[src/rtl/decode_mux.sv]
`default_nettype none
// ============================================================================
// Module   : decode_mux
// Purpose  : Registered 3:1 merge of the A/B/D-format decoder outputs into one
//            unified instruction record with a normalised 64-bit body.
// Revision : 1.0 - initial release
// ============================================================================
// Vector bit 0 is the architectural MSB, so architectural body_o[0:k] maps onto
// the numeric top bits body_o[63:63-k] of the descending-range ports below.
module decode_mux #(
  parameter int ADDRESS_WIDTH             = 64,
  parameter int PID_SIZE                  = 20,
  parameter int TID_SIZE                  = 16,
  parameter int INSTRUCTION_COUNTER_WIDTH = 64,
  parameter int INST_MIN_ID_WIDTH         = 7,
  parameter int OPCODE_SIZE               = 12,
  parameter int REG_SIZE                  = 5,
  parameter int REG_ACCESS_PATTERN_SIZE   = 2,
  parameter int FUNC_UNIT_CODE_SIZE       = 3,
  parameter int B_IMMEDIATE_SIZE          = 14,
  parameter int D_IMMEDIATE_SIZE          = 16
) (
  input  logic                                 clock_i,
  input  logic                                 reset_i,
  // A format
  input  logic                                 Aenable_i,
  input  logic [OPCODE_SIZE-1:0]               AOpcode_i,
  input  logic [ADDRESS_WIDTH-1:0]             AAddress_i,
  input  logic [FUNC_UNIT_CODE_SIZE-1:0]       AUnitType_i,
  input  logic [INSTRUCTION_COUNTER_WIDTH-1:0] AMajId_i,
  input  logic [INST_MIN_ID_WIDTH-1:0]         AMinId_i,
  input  logic [INST_MIN_ID_WIDTH-1:0]         AnumMicroOps_i,
  input  logic                                 Ais64Bit_i,
  input  logic [PID_SIZE-1:0]                  APid_i,
  input  logic [TID_SIZE-1:0]                  ATid_i,
  input  logic [REG_ACCESS_PATTERN_SIZE-1:0]   Aop1rw_i,
  input  logic [REG_ACCESS_PATTERN_SIZE-1:0]   Aop2rw_i,
  input  logic [REG_ACCESS_PATTERN_SIZE-1:0]   Aop3rw_i,
  input  logic [REG_ACCESS_PATTERN_SIZE-1:0]   Aop4rw_i,
  input  logic                                 Aop1IsReg_i,
  input  logic                                 Aop2IsReg_i,
  input  logic                                 Aop3IsReg_i,
  input  logic                                 Aop4IsReg_i,
  input  logic [4*REG_SIZE:0]                  ABody_i,
  // B format
  input  logic                                 Benable_i,
  input  logic [OPCODE_SIZE-1:0]               BOpcode_i,
  input  logic [ADDRESS_WIDTH-1:0]             BAddress_i,
  input  logic [FUNC_UNIT_CODE_SIZE-1:0]       BUnitType_i,
  input  logic [INSTRUCTION_COUNTER_WIDTH-1:0] BMajId_i,
  input  logic [INST_MIN_ID_WIDTH-1:0]         BMinId_i,
  input  logic [INST_MIN_ID_WIDTH-1:0]         BnumMicroOps_i,
  input  logic                                 Bis64Bit_i,
  input  logic [PID_SIZE-1:0]                  BPid_i,
  input  logic [TID_SIZE-1:0]                  BTid_i,
  input  logic [2*REG_SIZE+B_IMMEDIATE_SIZE+3:0] BBody_i,
  // D format
  input  logic                                 Denable_i,
  input  logic [OPCODE_SIZE-1:0]               DOpcode_i,
  input  logic [ADDRESS_WIDTH-1:0]             DAddress_i,
  input  logic [FUNC_UNIT_CODE_SIZE-1:0]       DUnitType_i,
  input  logic [INSTRUCTION_COUNTER_WIDTH-1:0] DMajId_i,
  input  logic [INST_MIN_ID_WIDTH-1:0]         DMinId_i,
  input  logic [INST_MIN_ID_WIDTH-1:0]         DnumMicroOps_i,
  input  logic                                 Dis64Bit_i,
  input  logic [PID_SIZE-1:0]                  DPid_i,
  input  logic [TID_SIZE-1:0]                  DTid_i,
  input  logic [REG_ACCESS_PATTERN_SIZE-1:0]   Dop1rw_i,
  input  logic [REG_ACCESS_PATTERN_SIZE-1:0]   Dop2rw_i,
  input  logic                                 Dop1isReg_i,
  input  logic                                 Dop2isReg_i,
  input  logic                                 immIsExtended_i,
  input  logic                                 immIsShifted_i,
  input  logic [2:0]                           shiftedBy_i,
  input  logic [2*REG_SIZE+D_IMMEDIATE_SIZE-1:0] DBody_i,
  // Unified output
  output logic                                 enable_o,
  output logic [OPCODE_SIZE-1:0]               opcode_o,
  output logic [ADDRESS_WIDTH-1:0]             address_o,
  output logic [FUNC_UNIT_CODE_SIZE-1:0]       funcUnitType_o,
  output logic [INSTRUCTION_COUNTER_WIDTH-1:0] majID_o,
  output logic [INST_MIN_ID_WIDTH-1:0]         minID_o,
  output logic [INST_MIN_ID_WIDTH-1:0]         numMicroOps_o,
  output logic                                 is64Bit_o,
  output logic [PID_SIZE-1:0]                  pid_o,
  output logic [TID_SIZE-1:0]                  tid_o,
  output logic [REG_ACCESS_PATTERN_SIZE-1:0]   op1rw_o,
  output logic [REG_ACCESS_PATTERN_SIZE-1:0]   op2rw_o,
  output logic [REG_ACCESS_PATTERN_SIZE-1:0]   op3rw_o,
  output logic [REG_ACCESS_PATTERN_SIZE-1:0]   op4rw_o,
  output logic                                 op1IsReg_o,
  output logic                                 op2IsReg_o,
  output logic                                 op3IsReg_o,
  output logic                                 op4IsReg_o,
  output logic [63:0]                          body_o
);

  localparam int C_BODY_W      = 64;
  localparam int C_A_BODY_W    = 4*REG_SIZE + 1;
  localparam int C_B_BODY_W    = 2*REG_SIZE + B_IMMEDIATE_SIZE + 4;
  localparam int C_D_REGS_W    = 2*REG_SIZE;
  localparam int C_D_IMM_W     = C_BODY_W - C_D_REGS_W;
  localparam int C_D_IMM_PAD_W = C_D_IMM_W - D_IMMEDIATE_SIZE;
  localparam int C_RW_W        = REG_ACCESS_PATTERN_SIZE;

  // D-format immediate normalisation
  logic [D_IMMEDIATE_SIZE-1:0] w_d_imm;
  logic [C_D_IMM_W-1:0]        w_d_imm_ext;
  logic [C_D_IMM_W-1:0]        w_d_imm_field;
  logic [8:0]                  w_d_shift_amt;
  logic [C_BODY_W-1:0]         w_body_a;
  logic [C_BODY_W-1:0]         w_body_b;
  logic [C_BODY_W-1:0]         w_body_d;

  assign w_d_imm     = DBody_i[D_IMMEDIATE_SIZE-1:0];
  assign w_d_imm_ext = immIsExtended_i
                     ? {{C_D_IMM_PAD_W{w_d_imm[D_IMMEDIATE_SIZE-1]}}, w_d_imm}
                     : {{C_D_IMM_PAD_W{1'b0}}, w_d_imm};
  // Shift distance is a power of two; distances past the field width flush it to zero.
  assign w_d_shift_amt = 9'd1 << shiftedBy_i;
  assign w_d_imm_field = immIsShifted_i ? (w_d_imm_ext << w_d_shift_amt) : w_d_imm_ext;

  assign w_body_a = {ABody_i, {(C_BODY_W-C_A_BODY_W){1'b0}}};
  assign w_body_b = {BBody_i, {(C_BODY_W-C_B_BODY_W){1'b0}}};
  assign w_body_d = {DBody_i[C_D_REGS_W+D_IMMEDIATE_SIZE-1:D_IMMEDIATE_SIZE], w_d_imm_field};

  logic                                 enable_q,       enable_d;
  logic [OPCODE_SIZE-1:0]               opcode_q,       opcode_d;
  logic [ADDRESS_WIDTH-1:0]             address_q,      address_d;
  logic [FUNC_UNIT_CODE_SIZE-1:0]       unit_q,         unit_d;
  logic [INSTRUCTION_COUNTER_WIDTH-1:0] maj_id_q,       maj_id_d;
  logic [INST_MIN_ID_WIDTH-1:0]         min_id_q,       min_id_d;
  logic [INST_MIN_ID_WIDTH-1:0]         num_uops_q,     num_uops_d;
  logic                                 is64_q,         is64_d;
  logic [PID_SIZE-1:0]                  pid_q,          pid_d;
  logic [TID_SIZE-1:0]                  tid_q,          tid_d;
  logic [C_RW_W-1:0]                    op1rw_q,        op1rw_d;
  logic [C_RW_W-1:0]                    op2rw_q,        op2rw_d;
  logic [C_RW_W-1:0]                    op3rw_q,        op3rw_d;
  logic [C_RW_W-1:0]                    op4rw_q,        op4rw_d;
  logic [3:0]                           is_reg_q,       is_reg_d;
  logic [C_BODY_W-1:0]                  body_q,         body_d;

  // Fixed priority A > B > D; with no enable only the valid flag drops.
  always_comb begin
    enable_d   = 1'b0;
    opcode_d   = opcode_q;
    address_d  = address_q;
    unit_d     = unit_q;
    maj_id_d   = maj_id_q;
    min_id_d   = min_id_q;
    num_uops_d = num_uops_q;
    is64_d     = is64_q;
    pid_d      = pid_q;
    tid_d      = tid_q;
    op1rw_d    = op1rw_q;
    op2rw_d    = op2rw_q;
    op3rw_d    = op3rw_q;
    op4rw_d    = op4rw_q;
    is_reg_d   = is_reg_q;
    body_d     = body_q;
    if (Aenable_i) begin
      enable_d   = 1'b1;
      opcode_d   = AOpcode_i;
      address_d  = AAddress_i;
      unit_d     = AUnitType_i;
      maj_id_d   = AMajId_i;
      min_id_d   = AMinId_i;
      num_uops_d = AnumMicroOps_i;
      is64_d     = Ais64Bit_i;
      pid_d      = APid_i;
      tid_d      = ATid_i;
      op1rw_d    = Aop1rw_i;
      op2rw_d    = Aop2rw_i;
      op3rw_d    = Aop3rw_i;
      op4rw_d    = Aop4rw_i;
      is_reg_d   = {Aop1IsReg_i, Aop2IsReg_i, Aop3IsReg_i, Aop4IsReg_i};
      body_d     = w_body_a;
    end else if (Benable_i) begin
      enable_d   = 1'b1;
      opcode_d   = BOpcode_i;
      address_d  = BAddress_i;
      unit_d     = BUnitType_i;
      maj_id_d   = BMajId_i;
      min_id_d   = BMinId_i;
      num_uops_d = BnumMicroOps_i;
      is64_d     = Bis64Bit_i;
      pid_d      = BPid_i;
      tid_d      = BTid_i;
      op1rw_d    = '0;
      op2rw_d    = '0;
      op3rw_d    = '0;
      op4rw_d    = '0;
      is_reg_d   = 4'b0000;
      body_d     = w_body_b;
    end else if (Denable_i) begin
      enable_d   = 1'b1;
      opcode_d   = DOpcode_i;
      address_d  = DAddress_i;
      unit_d     = DUnitType_i;
      maj_id_d   = DMajId_i;
      min_id_d   = DMinId_i;
      num_uops_d = DnumMicroOps_i;
      is64_d     = Dis64Bit_i;
      pid_d      = DPid_i;
      tid_d      = DTid_i;
      op1rw_d    = Dop1rw_i;
      op2rw_d    = Dop2rw_i;
      op3rw_d    = '0;
      op4rw_d    = '0;
      is_reg_d   = {Dop1isReg_i, Dop2isReg_i, 2'b00};
      body_d     = w_body_d;
    end
  end

  always_ff @(posedge clock_i) begin
    if (reset_i) begin
      enable_q   <= 1'b0;
      opcode_q   <= '0;
      address_q  <= '0;
      unit_q     <= '0;
      maj_id_q   <= '0;
      min_id_q   <= '0;
      num_uops_q <= '0;
      is64_q     <= 1'b0;
      pid_q      <= '0;
      tid_q      <= '0;
      op1rw_q    <= '0;
      op2rw_q    <= '0;
      op3rw_q    <= '0;
      op4rw_q    <= '0;
      is_reg_q   <= '0;
      body_q     <= '0;
    end else begin
      enable_q   <= enable_d;
      opcode_q   <= opcode_d;
      address_q  <= address_d;
      unit_q     <= unit_d;
      maj_id_q   <= maj_id_d;
      min_id_q   <= min_id_d;
      num_uops_q <= num_uops_d;
      is64_q     <= is64_d;
      pid_q      <= pid_d;
      tid_q      <= tid_d;
      op1rw_q    <= op1rw_d;
      op2rw_q    <= op2rw_d;
      op3rw_q    <= op3rw_d;
      op4rw_q    <= op4rw_d;
      is_reg_q   <= is_reg_d;
      body_q     <= body_d;
    end
  end

  assign enable_o       = enable_q;
  assign opcode_o       = opcode_q;
  assign address_o      = address_q;
  assign funcUnitType_o = unit_q;
  assign majID_o        = maj_id_q;
  assign minID_o        = min_id_q;
  assign numMicroOps_o  = num_uops_q;
  assign is64Bit_o      = is64_q;
  assign pid_o          = pid_q;
  assign tid_o          = tid_q;
  assign op1rw_o        = op1rw_q;
  assign op2rw_o        = op2rw_q;
  assign op3rw_o        = op3rw_q;
  assign op4rw_o        = op4rw_q;
  assign op1IsReg_o     = is_reg_q[3];
  assign op2IsReg_o     = is_reg_q[2];
  assign op3IsReg_o     = is_reg_q[1];
  assign op4IsReg_o     = is_reg_q[0];
  assign body_o         = body_q;

endmodule
`default_nettype wire

[config.mk]
export PLATFORM = sky130hd
export DESIGN_NAME = decode_mux
export DESIGN_NICKNAME = d
export VERILOG_FILES = /design/src/rtl/decode_mux.sv
export SDC_FILE = /design/constraint.sdc
export NUM_CORES = 1
export LEC_CHECK = 0
export CORE_AREA = 4 4 365 367
export DETAILED_ROUTE_END_ITERATION = 16
export DIE_AREA = 0 0 369 371
export HOLD_SLACK_MARGIN = 0.15
export PLACE_DENSITY = 0.33
export SLEW_MARGIN = 40
export SYNTH_ARGS = -nofsm -noshare
export SYNTH_HDL_FRONTEND = slang
export SYNTH_SLANG_ARGS = --single-unit
[constraint.sdc]
create_clock -name clock_i -period 1.9 [get_ports clock_i]
set_input_delay 0.475 -clock clock_i [delete_from_list [all_inputs] [get_ports clock_i]]
set_output_delay 0.475 -clock clock_i [all_outputs]
set_load 0.01 [all_outputs]
---- After elaboration in Yosys (flattened, before gate mapping) ----
Cells that the tools add are included.
storage, ports and cells
  register bits ........................... 271
  bits of input ports ..................... 685
  output and inout bits ................... 271
  word-level logic and storage cells ...... 72
cells by class
  shift-type cells ........................ 2
  muxes and demuxes ....................... 48
  reduce and logical (&&, ||, !) cells .... 4
operators with widths
  kind                 number
  $mux 64              9
  $mux 54              2
  $mux 20              3
  $shl 54x9->54        1
  $mux 16              3
  $mux 7               6
  $mux 12              3
  $mux 2               10
  $mux 4               3
  $mux 3               3
  $shl 1x3->9 const A  1
  $mux 1               6
  $reduce_bool 3->1    1
  $reduce_or 3->1      1
  $reduce_bool 2->1    1
  $reduce_or 2->1      1

---- Depth between registers and ports, before layout ----
  depth after elaboration ................. 6
  depth in mapped cells ................... 8
  gate-level depth less buffers ........... 4

---- Least setup slack after synthesis ----
OpenSTA, ideal clock, no wires.
  path type ............................... input to register
  start point ............................. in Aenable_i
  end point ............................... reg address_q[0] (netlist: address_o[0])
  setup time .............................. 0.132 ns
  data arrival time ....................... 1.505 ns
  data required time ...................... 1.768 ns
  slack ................................... 0.262 ns
  stages on the path ...................... 7
  path buffers ............................ 4
  cells stage by stage .................... buf_6 -> or3_1 -> buf_2 -> buf_4 -> buf_2 -> o211ai_1 -> a21oi_1
on the way
  cells in the longest elaborated chain, start to end .. 1
  elaborated cells between the ends (all ways) .. 2
  classes of those cells .................. mux (1); reduce/logical (1)
RTL lines
  item                                                           line  source
  start, declared                                                26    input logic Aenable_i,
  $reduce_bool 3->1 (no source line) or $mux 64 (tied branches)  --
  end signal, assigned                                           237   address_q <= address_d;
  end, declared                                                  129   logic [ADDRESS_WIDTH-1:0] address_q, address_d;
Several ways; a longest one is shown, not always the timed one.
A chain may end at the register's enable or synchronous reset.

---- Final worst setup path ----
  start point ............................. in immIsShifted_i
  end point ............................... reg body_q[50] (netlist: body_o[50])
on the way
  cells in the longest elaborated chain, start to end .. 4
RTL lines
  item                  line  source
  start, declared       73    input logic immIsShifted_i,
  $mux 54               121   assign w_d_imm_field = immIsShifted_i ? (w_d_imm_ext << w_d_shift_amt) : w_d_imm_ext;
  $mux 64               196   end else if (Denable_i) begin
  $mux 64               179   end else if (Benable_i) begin
  $mux 64               162   if (Aenable_i) begin
  end signal, assigned  250   body_q <= body_d;
  end, declared         142   logic [C_BODY_W-1:0] body_q, body_d;
No other way between the ends. The select of a mux whose other input is x is not followed.

==> flow_summary_export.csv <==
group,metric,value,unit
status,status,"completed",
final_layout,fin_util,22.4,%
pwr,peakVddDrop,0.459,mV
pwr,total_power,19.3,mW
drt,ant_nets,0,
die,io_pins,956,
die,initial_core_util,11.3,%
pwr,leakage,11.9,nW
yosys,synth_top_area_share,36.9,%
placement,io_buffers,955,
critical_path,worstPathMaxFanout,6,
critical_path,path_buf_inv,3,
clock_tree,cts_max_level,2,
drt,viasPerCell,3.76,
clock_tree,clkTransAtPathRegs,0.06,ns
drt,detail_route.iter0.violations,721,
final_layout,final_cell_count_no_fill,4662,
yosys,netlist_top_cells_area,"dfxtp_1 37%, mux2i_1 14%, nand2_1 11%",
clock_tree,clk_latency,0.56,ns
sta,worst_pin_slew,0.784,ns
yosys,synth.distinct_cells,63,
yosys,synth_cells,1806,
yosys,synth_flop_cell,"dfxtp_1",
placement,dp.cells,4584,
critical_path,cpMostUsedCell,"buf_4",
yosys,async_flop_share,0,%
clock_tree,cts_sinks,271,
final_layout,nNetsFinal,3571,
yosys,synth_edf_count,0,
sta,slew_headroom,47.8,%
grt,grt-ovfl-total,0,
placement,gp_congestion,0.826,
yosys,yosysTopAreaCell,"dfxtp_1",
die,die_w,369,microns
clock_tree,cts-buffers-inserted,42,
clock_tree,cts.path.max_buffers,3,
yosys,synth_common_cells,"432 x nand2_1, 271 x dfxtp_1, 212 x a21oi_1",
grt,antenna_found_initial,12,
clock_tree,cts-hold-fix-buffers,0,
sta,setup_viol,0,
yosys,ys_warn_count,0,
die,core-area,0.129,sq mm
yosys,syn_area,0.0147,sq mm
drt,num_vias,17500,
clock_tree,root_buffer,"clkbuf_16",
die,die_h,371,microns
sta,max_freq,0.556,GHz
yosys,synth_seq_cells,271,
drt,wl,104000,microns
sta,rsz0062_at_grt,"no",
clock_tree,post_cts_buffers,0,
placement,hpwl,86200,microns
run,cap_violations,0,
sta,setup_tns,0,ns
critical_path,cp-start-kind,"primary input",
clock_tree,cts-resized-gates,306,
yosys,avgSynthCellArea,8.13,sq um
die,num_rows,132,
pwr,power.density,666,mW/mm^2
clock_tree,cts_tree,"yes",
critical_path,worst_setup_path_end_kind,"flop",
critical_path,worst_ep_required_time,2.37,ns
critical_path,worstSetupPathType,"in -> reg",
final_layout,area_growth,97.1,%
hold_path,hold_path_class,"in -> reg",
sta,layout_min_cycle_time,1.80,ns
drt,wl_per_cell,22.2,microns
sta,holdWs,0.340,ns
critical_path,cp_cell_sequence,"clkdlybuf4s50_1 > buf_4 > nand3_1 > a31oi_1 > buf_4 > a21boi_0 > o21ai_0",
sta,maxSlewViolCount,0,
grt,grt_pass1_wl,141000,microns
drt,drc,0,
sta,finClkSkew,0,ns
grt,gr-usage-all-layers,14.2,%
critical_path,slowest_delay,0.64,ns
final_layout,drive_gt1_share,13.0,%
grt,grt_pass1_vias,18200,
grt,grt_max_degree,122,
drt,drtPass1Iterations,5,
yosys,seq_area_frac_synth,36.9,%
yosys,synth_most_common_cell,"nand2_1",
sta,fin_crit_sh,94.7,%
critical_path,critPathTopFamily,"buffers and inverters",
sta,hold_viol,0,
die,die-area,0.137,sq mm
critical_path,critPathArrivalTime,2.27,ns
yosys,synth_nets,2491,
critical_path,critPathSlowestCell,"clkdlybuf4s50_1",
[placed cells by master, fill, tap and decap left out, drive strengths merged, types with 4 or more instances in the layout]
cell           count
mux2               7
o22ai              6
clkbuf            67
nand2            432
o211ai           192
nand2b            18
a22o              16
a211oi            12
clkinv             7
a21o               5
mux2i            199
nand3             14
a31oi             10
clkdlybuf4s50    679
nor2b              4
nor3              10
buf              265
inv                7
a21oi            213
nor3b              4
clkdlybuf4s15     18
a21boi             6
nand3b             4
a2111oi            4
dfxtp            271
o21ai             76
a22oi             29
dlygate4sd2      250
mux4               6
nor2              42
a221oi             5
[final cells by class]
type | count | area (sq um)
inverter | 6 | 30.0
tap | 1742 | 2180
antenna | 3 | 7.51
sequential | 271 | 5430
timing repair buffer | 1213 | 11600
fill | 14500 | 101000
clock buffer | 66 | 1300
clock inverter | 9 | 85.1
multi-input combinational | 1352 | 8310
[report_power, final]
part,total (mW),switching [mW],internal [mW]
clock network,7.95,3.13,4.82
registers,6.30,0.204,6.10
logic,5.04,2.30,2.74
[cell families after synthesis]
logic type | share of synthesized area, %
flops | 36.9
simple gates | 15.2
buf+inv | 6.57
xor+xnor | 0.179
mux | 15.0
compound gates | 26.1
[flip-flops by register name (all words and copies together), names as in the netlist, 4 cells and up]
register       cells
address_o         64
body_o            64
is_reg_q           4
majID_o           64
minID_o            7
numMicroOps_o      7
opcode_o          12
pid_o             20
tid_o             16
[per-layer routing]
layer  vias to the layer above  wire length, microns  global-route usage (%)
li1                       8688                     -                       -
met4                        14                  1920                    3.16
met3                        94                  7500                    4.12
met2                       588                 53100                    25.8
met1                      8158                 41100                    16.3
met5                         -                    69                       0
[path summary, 6_finish.rpt]
path	endpoint	cells after the start	slack (ns)	start
hold / removal	address_o[45]	3	0.34	reset_i
setup / recovery	body_o[50]	7	0.10	immIsShifted_i
setup reg to reg	body_o[37]	4	0.79	body_o[37]
hold reg to reg	majID_o[19]	2	0.44	majID_o[19]
[tightest hold or removal path, stage by stage]
cell and delay [ns]:
clkbuf_8 0.15, buf_4 0.19, a21oi_1 0.05
[through the flow]
step | setup WS (ns) | area, sq um
CTS | 0.00203 | 29000
finish | 0.101 | 29000
global placement | -0.466 | 27900
global route | 0.0163 | 29000
detailed placement | -0.475 | 27900
floorplan | 0.262 | 14700
(Power assumes the default switching activity.)
